File: src/rtl/rate_hex_display.sv
// rate_hex_display
//   Counts ev strobes over a fixed window of COUNT_PERIOD clocks. At the end
//   of each window it shows the count on DIGITS seven-segment digits, either
//   as hex or as decimal. Decimal uses a sequential double-dabble conversion.
//
// Ports
//   clk       sole clock
//   reset     synchronous, active-high
//   ev        event strobe, one event per high cycle
//   mode_dec  0 = hex display, 1 = decimal display (sampled at window end)
//   blank_lz  1 = blank leading zero digits (sampled at window end)
//   value     displayed nibbles, digit 0 in [3:0] (binary or BCD)
//   hex       active-low segments, digit n in [7n+6:7n], bit order g..a
//   update    one-cycle pulse in the cycle value/hex/overflow change
//   overflow  last window saturated (hex) or clamped (decimal)
//   busy      high while double-dabble iterations are running
//
// FSM states
//   state  | meaning
//   IDLE   | counting, waiting for the window's last cycle (T)
//   HEX    | snapshot is shown as-is; result latched on exit
//   CONV   | first cycle clamps/loads, then 4*DIGITS shift-add-3 iterations
//   OUT    | update cycle, new result visible on the outputs
module rate_hex_display #(
    parameter int  COUNT_PERIOD = 50000000,
    parameter int  DIGITS       = 6,
    localparam int ACC_W        = 4 * DIGITS
) (
    input  logic                  clk,
    input  logic                  reset,
    input  logic                  ev,
    input  logic                  mode_dec,
    input  logic                  blank_lz,
    output logic [ACC_W-1:0]      value,
    output logic [7*DIGITS-1:0]   hex,
    output logic                  update,
    output logic                  overflow,
    output logic                  busy
);

    if (COUNT_PERIOD < 4 * DIGITS + 4 || DIGITS < 1 || DIGITS > 8) begin : g_param_check
        $error("rate_hex_display: COUNT_PERIOD must be >= 4*DIGITS+4 and DIGITS in 1..8");
    end

    function automatic logic [ACC_W-1:0] dec_max_f();
        longint p;
        p = 1;
        for (int i = 0; i < DIGITS; i++) begin
            p = p * 10;
        end
        return ACC_W'(p - 1);
    endfunction

    function automatic logic [6:0] seg7(input logic [3:0] nib);
        case (nib)
            4'h0:    seg7 = 7'b1000000;
            4'h1:    seg7 = 7'b1111001;
            4'h2:    seg7 = 7'b0100100;
            4'h3:    seg7 = 7'b0110000;
            4'h4:    seg7 = 7'b0011001;
            4'h5:    seg7 = 7'b0010010;
            4'h6:    seg7 = 7'b0000010;
            4'h7:    seg7 = 7'b1011000;
            4'h8:    seg7 = 7'b0000000;
            4'h9:    seg7 = 7'b0010000;
            4'hA:    seg7 = 7'b0001000;
            4'hB:    seg7 = 7'b0000011;
            4'hC:    seg7 = 7'b1000110;
            4'hD:    seg7 = 7'b0100001;
            4'hE:    seg7 = 7'b0000110;
            default: seg7 = 7'b0001110;
        endcase
    endfunction

    localparam int               CNT_W    = $clog2(COUNT_PERIOD);
    localparam logic [CNT_W-1:0] CNT_LAST = CNT_W'(COUNT_PERIOD - 1);
    localparam int               IT_W     = $clog2(ACC_W + 1);
    localparam logic [IT_W-1:0]  IT_LOAD  = IT_W'(ACC_W);
    localparam logic [ACC_W-1:0] ACC_MAX  = '1;
    localparam logic [ACC_W-1:0] DEC_MAX  = dec_max_f();

    typedef enum logic [1:0] {
        S_IDLE,
        S_HEX,
        S_CONV,
        S_OUT
    } state_t;

    state_t              state, nxt;
    logic [CNT_W-1:0]    cnt;
    logic                is_t;
    logic [ACC_W-1:0]    acc, acc_inc, snap_now, snap_r;
    logic                blank_r;
    logic [ACC_W-1:0]    bin_r, bcd_r, bcd_adj, dd_bin, dd_bcd;
    logic [IT_W-1:0]     iter_cnt;
    logic                conv_load;
    logic                ovf_r;
    logic [ACC_W-1:0]    res_nib;
    logic                res_ovf;
    logic [7*DIGITS-1:0] seg_nxt;
    logic                zero_run;

    assign is_t     = (cnt == CNT_LAST);
    assign acc_inc  = (acc == ACC_MAX) ? acc : acc + ACC_W'(1);
    // Snapshot includes the event arriving in the closing cycle itself.
    assign snap_now = ev ? acc_inc : acc;

    always_comb begin
        nxt = state;
        case (state)
            S_IDLE:  if (is_t) nxt = mode_dec ? S_CONV : S_HEX;
            S_HEX:   nxt = S_OUT;
            S_CONV:  if (!conv_load && iter_cnt == IT_W'(1)) nxt = S_OUT;
            S_OUT:   nxt = S_IDLE;
            default: nxt = S_IDLE;
        endcase
    end

    // One double-dabble step: add 3 to every BCD digit >= 5, then shift the
    // combined {bcd, bin} register left by one.
    always_comb begin
        bcd_adj = bcd_r;
        for (int d = 0; d < DIGITS; d++) begin
            if (bcd_r[4*d +: 4] >= 4'd5) begin
                bcd_adj[4*d +: 4] = bcd_r[4*d +: 4] + 4'd3;
            end
        end
        {dd_bcd, dd_bin} = {bcd_adj, bin_r} << 1;
    end

    // Result presented on the transition into OUT.
    always_comb begin
        res_nib  = dd_bcd;
        res_ovf  = ovf_r;
        seg_nxt  = '1;
        zero_run = 1'b1;
        if (state == S_HEX) begin
            res_nib = snap_r;
            res_ovf = (snap_r == ACC_MAX);
        end
        for (int d = DIGITS - 1; d >= 0; d--) begin
            zero_run = zero_run && (res_nib[4*d +: 4] == 4'd0);
            if (blank_r && zero_run && d != 0) begin
                seg_nxt[7*d +: 7] = 7'b1111111;
            end else begin
                seg_nxt[7*d +: 7] = seg7(res_nib[4*d +: 4]);
            end
        end
    end

    always_ff @(posedge clk) begin
        if (reset) begin
            state     <= S_IDLE;
            cnt       <= '0;
            acc       <= '0;
            snap_r    <= '0;
            blank_r   <= 1'b0;
            bin_r     <= '0;
            bcd_r     <= '0;
            iter_cnt  <= '0;
            conv_load <= 1'b0;
            ovf_r     <= 1'b0;
            value     <= '0;
            hex       <= {DIGITS{7'b1000000}};
            update    <= 1'b0;
            overflow  <= 1'b0;
            busy      <= 1'b0;
        end else begin
            state <= nxt;
            cnt   <= is_t ? '0 : cnt + CNT_W'(1);

            if (is_t) begin
                acc     <= '0;
                snap_r  <= snap_now;
                blank_r <= blank_lz;
            end else if (ev) begin
                acc <= acc_inc;
            end

            if (state == S_IDLE && nxt == S_CONV) begin
                conv_load <= 1'b1;
            end

            if (state == S_CONV) begin
                if (conv_load) begin
                    conv_load <= 1'b0;
                    bin_r     <= (snap_r > DEC_MAX) ? DEC_MAX : snap_r;
                    ovf_r     <= (snap_r > DEC_MAX);
                    bcd_r     <= '0;
                    iter_cnt  <= IT_LOAD;
                end else begin
                    bin_r    <= dd_bin;
                    bcd_r    <= dd_bcd;
                    iter_cnt <= iter_cnt - IT_W'(1);
                end
            end

            // Busy covers the shift-add-3 iterations, not the load cycle.
            busy   <= (state == S_CONV) && (nxt == S_CONV);
            update <= (nxt == S_OUT);

            if (nxt == S_OUT) begin
                value    <= res_nib;
                hex      <= seg_nxt;
                overflow <= res_ovf;
            end
        end
    end

endmodule

File: config.mk
export PLATFORM = sky130hd
export DESIGN_NAME = rate_hex_display
export DESIGN_NICKNAME = d
export VERILOG_FILES = /design/src/rtl/rate_hex_display.sv
export SDC_FILE = /design/constraint.sdc
export NUM_CORES = 1
export LEC_CHECK = 0
export CAP_MARGIN = 20
export CORE_ASPECT_RATIO = 1.1
export CORE_UTILIZATION = 64
export CTS_CLUSTER_DIAMETER = 50
export DETAILED_ROUTE_END_ITERATION = 12
export PLACE_DENSITY = 0.86
export SLEW_MARGIN = 10
export SYNTH_ARGS = -nofsm -noshare
export SYNTH_HDL_FRONTEND = slang
export SYNTH_SLANG_ARGS = --single-unit
File: constraint.sdc
create_clock -name clk -period 6.7 [get_ports clk]
set_input_delay 1.34 -clock clk [delete_from_list [all_inputs] [get_ports clk]]
set_output_delay 1.34 -clock clk [all_outputs]
set_load 0.02 [all_outputs]
==> flow_metrics.env, run 1 <==
export IMPL_cp_slowest_cell="a21boi_0"
export IMPL_num_io_pins=74
export IMPL_synth_edf_count=0
export IMPL_synth_common_cells="dfxtp_1 (201), nor2_1 (201), nand2_1 (97), a21oi_1 (73), a211oi_1 (61)"
export IMPL_layout_nets=1367
export IMPL_worstSetupPathType="flip-flop to flip-flop"
export IMPL_synth_top_cell_by_area="dfxtp_1"
export IMPL_diodes=0
export IMPL_maxCapViolCount=0
export IMPL_drt_total_wl_mm=24.16
export IMPL_cp_start_kind="flip-flop"
export IMPL_die_y_um=136.2
export IMPL_holdWs_ps=451.5
export IMPL_clock_sinks=201
export IMPL_worstPathCellList="inv_1 > ha_2 > buf_4 > inv_1 > a21boi_0 > ha_1 > and3_1 > nand4_1 > nor3_1 > a311oi_1 > a211oi_1"
export IMPL_drive_gt1_share_pct=5.219
export IMPL_cts_resized=0
export IMPL_p_per_area_nw_per_um2=246.4
export IMPL_antenna_found_initial=0
export IMPL_fin_crit_sh_pct=61.25
export IMPL_wire_per_inst_um=15.87
export IMPL_place_inst=1482
export IMPL_area_delta_synth_final_pct=14.07
export IMPL_cts_buffers=22
export IMPL_yosysSeqAreaShare_pct=38.38
export IMPL_die_area_um2=16900
export IMPL_rsz0062_at_grt="false"
export IMPL_first_global_vias=8265
export IMPL_max_slew_margin_pct=31.74
export IMPL_irDropWorstVdd_v=0.0002231
export IMPL_antenna_left=0
export IMPL_multiInputGateArea_um2=5978
export IMPL_routed_via_density=6.113
export IMPL_cts_setup_buffers=0
export IMPL_drtPass1Iterations=5
export IMPL_gp_congestion=0.8469
export IMPL_synth_top_area_share_pct=38.38
export IMPL_tns_ps=0
export IMPL_timing_critical_path_mode_cell="inv_1"
export IMPL_slowest_delay_ps=740
export IMPL_final_cells=1522
export IMPL_leakage_nw=4.243
export IMPL_rr_worst_depth=11
export IMPL_ys_ff_latch=201
export IMPL_route_detailed_drc=0
export IMPL_ctsHoldBuffers=0
export IMPL_syn_cell_area_um2=10480
export IMPL_hold_depth=2
export IMPL_synth_nets=1335
export IMPL_synthTopCellsByArea="dfxtp_1 (38%), nor2_1 (7.2%), ha_1 (6.6%)"
export IMPL_grt_max_degree=88
export IMPL_place_ws_ps=2496
export IMPL_fillers=1174
export IMPL_coreArea_um2=15860
export IMPL_stdcell_area_um2=11960
export IMPL_fin_crit_ps=4104
export IMPL_hp_class="flip-flop to flip-flop"
export IMPL_cp_max_fo=53
export IMPL_cts_tree="done"
export IMPL_setup_ws_ps=2596
export IMPL_status="finished clean"
export IMPL_die_width_um=124.0
export IMPL_root_buffer="clkbuf_16"
export IMPL_grt_usage_pct=28.86
export IMPL_placed_cell_area_um2=11220
export IMPL_synth_async_reset_ratio_pct=0
export IMPL_htreeDepth=1
export IMPL_tightest_slew_ps=1017
export IMPL_cp_end_kind="flip-flop"
export IMPL_grt_ovfl_total=0
export IMPL_port_buffers=73
export IMPL_skew_ps=9.950
export IMPL_drt_iter0_drc=900
export IMPL_finalMaxSlewViolations=0
export IMPL_synthCells=1275
export IMPL_cp_arrival_ps=4520
export IMPL_rows=48
export IMPL_yosysUniqueCellTypes=71
export IMPL_yosysWarnings=0
export IMPL_start_util_pct=66.12
export IMPL_synth_ff_type="dfxtp_1"
export IMPL_clk_pin_slew_ps=60
export IMPL_hold_viol=0
export IMPL_vias=9304
export IMPL_finalSetupViolCount=0
export IMPL_hpwl_mm=16.02
export IMPL_syn_area_per_cell_um2=8.223
export IMPL_clkLatencyLatePin_ps=510
export IMPL_grt_pass1_wl_mm=39.94
export IMPL_cts_buffer_depth=3
export IMPL_seqCellArea_um2=4024
export IMPL_max_clock_freq_ghz=0.2437
export IMPL_cp_required_ps=7110
## power breakdown
group | total, W | leakage (nW) | switching [W] | internal (W)
Sequential | 0.00121 | 1.62 | 0.00000757 | 0.00120
Combinational | 0.000529 | 2.26 | 0.000346 | 0.000183
Clock | 0.00121 | 0.363 | 0.000484 | 0.000721
Total | 0.00295 | 4.24 | 0.000838 | 0.00211
## metrics by stage
step	utilization, %	power, W
after floorplan	-	0.001648
after global placement	70.79	0.001742
after detailed placement	70.79	0.001749
after CTS	75.39	0.002954
after global routing	75.43	0.003065
final	75.43	0.002947
## per-layer routing
metal | GRT usage [%] | share of wire, % | routed length, um
met3 | 3.817 | 6.0 | 1448
met5 | 0 | 0 | 0
met1 | 39.61 | 45 | 10830
met2 | 46.98 | 47 | 11360
met4 | 8.532 | 2.1 | 514
## area by class of cell
class | instances | share of cell area [%]
well taps | 200 | 2.092
repair buffers | 86 | 6.884
clock buffers | 31 | 5.482
inverters | 41 | 1.287
clock inverters | 8 | 0.6173
multi-input cells | 955 | 49.99
flip-flops and latches | 201 | 33.65
## sequential cells by signal (all words and copies together), names as in the netlist, 2 cells and up
| register | flops |
|---|---|
| value | 24 |
| snap_r | 24 |
| bcd_r | 24 |
| state | 2 |
| hex | 42 |
| cnt | 26 |
| iter_cnt | 5 |
| acc | 24 |
| bin_r | 24 |
## cell usage in the layout (no fill, tap or decap), types with 7 or more instances in the layout
| cell | netlist | routed |
|---|---|---|
| clkbuf_16 | 0 | 23 |
| ha_1 | 55 | 53 |
| nand4_1 | 15 | 15 |
| o21ai_0 | 36 | 36 |
| a22oi_1 | 9 | 9 |
| o221ai_1 | 12 | 12 |
| nand2_1 | 97 | 97 |
| nor4_1 | 8 | 8 |
| a311oi_1 | 9 | 9 |
| mux2i_1 | 22 | 22 |
| a2bb2oi_1 | 8 | 8 |
| a21oi_1 | 73 | 73 |
| o211ai_1 | 7 | 7 |
| and2_1 | 7 | 7 |
| a32oi_1 | 7 | 7 |
| and3_1 | 13 | 13 |
| a31oi_1 | 9 | 9 |
| nor3_1 | 57 | 56 |
| inv_1 | 41 | 41 |
| clkdlybuf4s50_1 | 0 | 72 |
| xnor2_1 | 26 | 26 |
| o31ai_1 | 12 | 12 |
| dfxtp_1 | 201 | 201 |
| xor2_1 | 26 | 26 |
| and4_1 | 9 | 9 |
| nand3_1 | 32 | 32 |
| a211oi_1 | 61 | 61 |
| nor2_1 | 201 | 201 |
| nand2b_1 | 39 | 39 |
| nor3b_1 | 12 | 12 |
| buf_4 | 5 | 13 |
| nor2b_1 | 14 | 14 |
## cell families after synthesis
kind of cell / count (synthesis) / synth area share (%)
AO/OA/AOI/OAI: 301 / 19.91
XOR/XNOR: 52 / 4.344
adder cells (fa/ha/maj): 55 / 6.564
buffers and inverters: 119 / 4.690
flip-flops: 201 / 38.38
multiplexers: 25 / 2.423
AND/OR/NAND/NOR: 522 / 23.69
## critical path: cells and delay by family (launching register included)
kind	cells	cell delay (ps)
fa+ha+maj	2	530
flops	1	330
simple gates	3	1070
compound gates	3	1130
buf+inv	3	960
## final timing paths
| check | slack [ps] | startpoint | to |
|---|---|---|---|
| min reg2reg | 450 | value[16] | value[16] |
| max reg2reg | 2600 | state[1] | hex[18] |
| min | 450 | value[16] | value[16] |
| max | 2600 | state[1] | hex[18] |
(Power assumes the default switching activity.)
==> inputs of run 2 (changes only) <==
CORE_UTILIZATION = 54   (was 64)
PLACE_DENSITY = 0.77   (was 0.86)
clock period = 3.55 ns   (was 6.7 ns; I/O delays follow)
==> run 2 against run 1 <==
  * Clock-buffer cell count is 3 lower
  * Final cell count is 5.2% higher
  * Critical path depth is 1 higher
  * Final area is 3.8% higher
  * Clock skew is 11 ps higher
  * Register-to-register slack worse by 2300 ps
  * Utilization is 10 points lower
  * Wire length is 1.2% higher
  * Worst hold slack better by 4.7 ps
  * Worst setup slack worse by 2300 ps
==> flow_metrics.env, run 2 (synthesis results as in run 1) <==
export IMPL_status="finished clean"
export IMPL_clock_sinks=201
export IMPL_hold_viol=0
export IMPL_grt_usage_pct=24.41
export IMPL_worstPathCellList="inv_1 > ha_1 > nor2b_1 > nor3_1 > o31a_1 > inv_1 > ha_1 > and3_1 > nand4_1 > nor4b_2 > nor3_1 > nor3_1"
export IMPL_route_detailed_drc=0
export IMPL_cp_end_kind="flip-flop"
export IMPL_cts_buffer_depth=3
export IMPL_cp_required_ps=3990
export IMPL_cp_slowest_cell="nor4b_2"
export IMPL_gp_congestion=0.9012
export IMPL_port_buffers=73
export IMPL_cp_start_kind="flip-flop"
export IMPL_worstSetupPathType="flip-flop to flip-flop"
export IMPL_maxCapViolCount=0
export IMPL_fin_util_pct=65.22
export IMPL_first_global_vias=8601
export IMPL_skew_ps=20.67
export IMPL_hpwl_mm=16.93
export IMPL_top_regs="hex x42, cnt x26"
export IMPL_grt_ovfl_total=0
export IMPL_routed_via_density=5.787
export IMPL_die_width_um=134.9
export IMPL_cp_max_fo=7
export IMPL_setup_ws_ps=288.5
export IMPL_drt_iter0_drc=689
export IMPL_grt_pass1_wl_mm=40.70
export IMPL_root_buffer="clkbuf_16"
export IMPL_irDropWorstVdd_v=0.0003739
export IMPL_p_per_area_nw_per_um2=483.0
export IMPL_fin_crit_ps=3262
export IMPL_area_delta_synth_final_pct=18.40
export IMPL_rsz0062_at_grt="true"
export IMPL_antenna_found_initial=0
export IMPL_rows=53
export IMPL_top_layer="met4"
export IMPL_fin_total_pwr_w=0.005996
export IMPL_clkLatencyLatePin_ps=530
export IMPL_tightest_slew_ps=956.2
export IMPL_largest_reg_flops=42
export IMPL_htreeDepth=1
export IMPL_diodes=0
export IMPL_antenna_left=0
export IMPL_coreArea_um2=19030
export IMPL_ctsHoldBuffers=0
export IMPL_place_ws_ps=314.7
export IMPL_layout_nets=1396
export IMPL_num_io_pins=74
export IMPL_cp_top_family="simple AND/OR/NAND/NOR gates"
export IMPL_cts_buffers=24
export IMPL_fin_crit_sh_pct=91.87
export IMPL_cp_arrival_ps=3700
export IMPL_timing_critical_path_mode_cell="nor3_1"
export IMPL_finalSetupViolCount=0
export IMPL_max_slew_margin_pct=36.25
export IMPL_die_area_um2=19980
export IMPL_dr_wl_met2_mm=11.61
export IMPL_leakage_nw=4.452
export IMPL_layout_common_cells="nor2_1 (201), dfxtp_1 (201), nand2_1 (97), a21oi_1 (73), clkdlybuf4s50_1 (72)"
export IMPL_finalMaxSlewViolations=0
export IMPL_hp_class="flip-flop to flip-flop"
export IMPL_cts_setup_buffers=0
export IMPL_wire_per_inst_um=15.27
export IMPL_die_y_um=148.1
export IMPL_slowest_delay_ps=680
export IMPL_met1_length_mm=11.42
export IMPL_cp_num_buf_inv=2
export IMPL_wl_met3_mm=1.002
export IMPL_cts_resized=0
export IMPL_cts_tree="done"
export IMPL_clk_pin_slew_ps=60
export IMPL_drtPass1Iterations=5
export IMPL_drive_gt1_share_pct=7.681
export IMPL_drt_total_wl_mm=24.44
export IMPL_vias=9265
export IMPL_largest_register="hex"
export IMPL_grt_max_degree=83
export IMPL_start_util_pct=55.09
export IMPL_max_clock_freq_ghz=0.3066
==> run 2: cell types whose count changed in the layout (fill, tap and decap cells not counted), moves of 2 or more <==
cell / previous run / this run
inv_6: 0 / 2
clkbuf_8: 5 / 3
clkbuf_1: 3 / 1
clkinv_2: 5 / 2
clkinv_4: 0 / 3
inv_8: 1 / 3
buf_4: 13 / 38
bufinv_16: 1 / 4
buf_12: 0 / 3
==> run 2: path summary, 6_finish.rpt <==
kind	startpoint	cells past startpoint	to	slack, ps
hold / removal	value[3]	2	value[3]	460
setup reg to reg	bcd_r[12]	12	hex[8]	290
hold reg to reg	value[3]	2	value[3]	460
setup / recovery	bcd_r[12]	12	hex[8]	290
==> run 2: cell type report <==
type	count	area [um^2]
Sequential cell	201	4024
Inverter	41	153.9
Clock inverter	16	231.5
Clock buffer	28	645.6
Fill cell	1609	6619
Multi-Input combinational cell	955	5983
Timing Repair Buffer	113	1066
Tap cell	247	309.0
==> run 2: metal layers <==
| layer | track usage, % | vias to the layer above |
|---|---|---|
| li1 | - | 4675 |
| met1 | 31.96 | 4349 |
| met2 | 41.75 | 209 |
| met3 | 3.033 | 32 |
| met4 | 7.528 | 0 |
| met5 | 0 | - |
==> run 2: metrics by stage <==
| stage | setup TNS (ps) | cells | cell area, um^2 | hold WS [ps] |
|---|---|---|---|---|
| global placement | 0 | 1557 | 11540 | 439.8 |
| floorplan | 0 | 1275 | 10480 | 426.4 |
| global route | -377.0 | 1601 | 12410 | 472.4 |
| CTS | 0 | 1601 | 12410 | 457.1 |
| detailed placement | 0 | 1557 | 11540 | 448.6 |
| finish | 0 | 1601 | 12410 | 456.2 |
==> run 2: power breakdown <==
part	internal, W	switching, W
logic	0.000398	0.000662
clock network	0.00163	0.00102
registers	0.00227	0.0000139
total	0.00430	0.00170
==> run 2: tightest hold or removal path, stage by stage (launching register included) <==
cell and delay [ps]:
dfxtp_1 310, nand2_1 50, a21oi_1 50
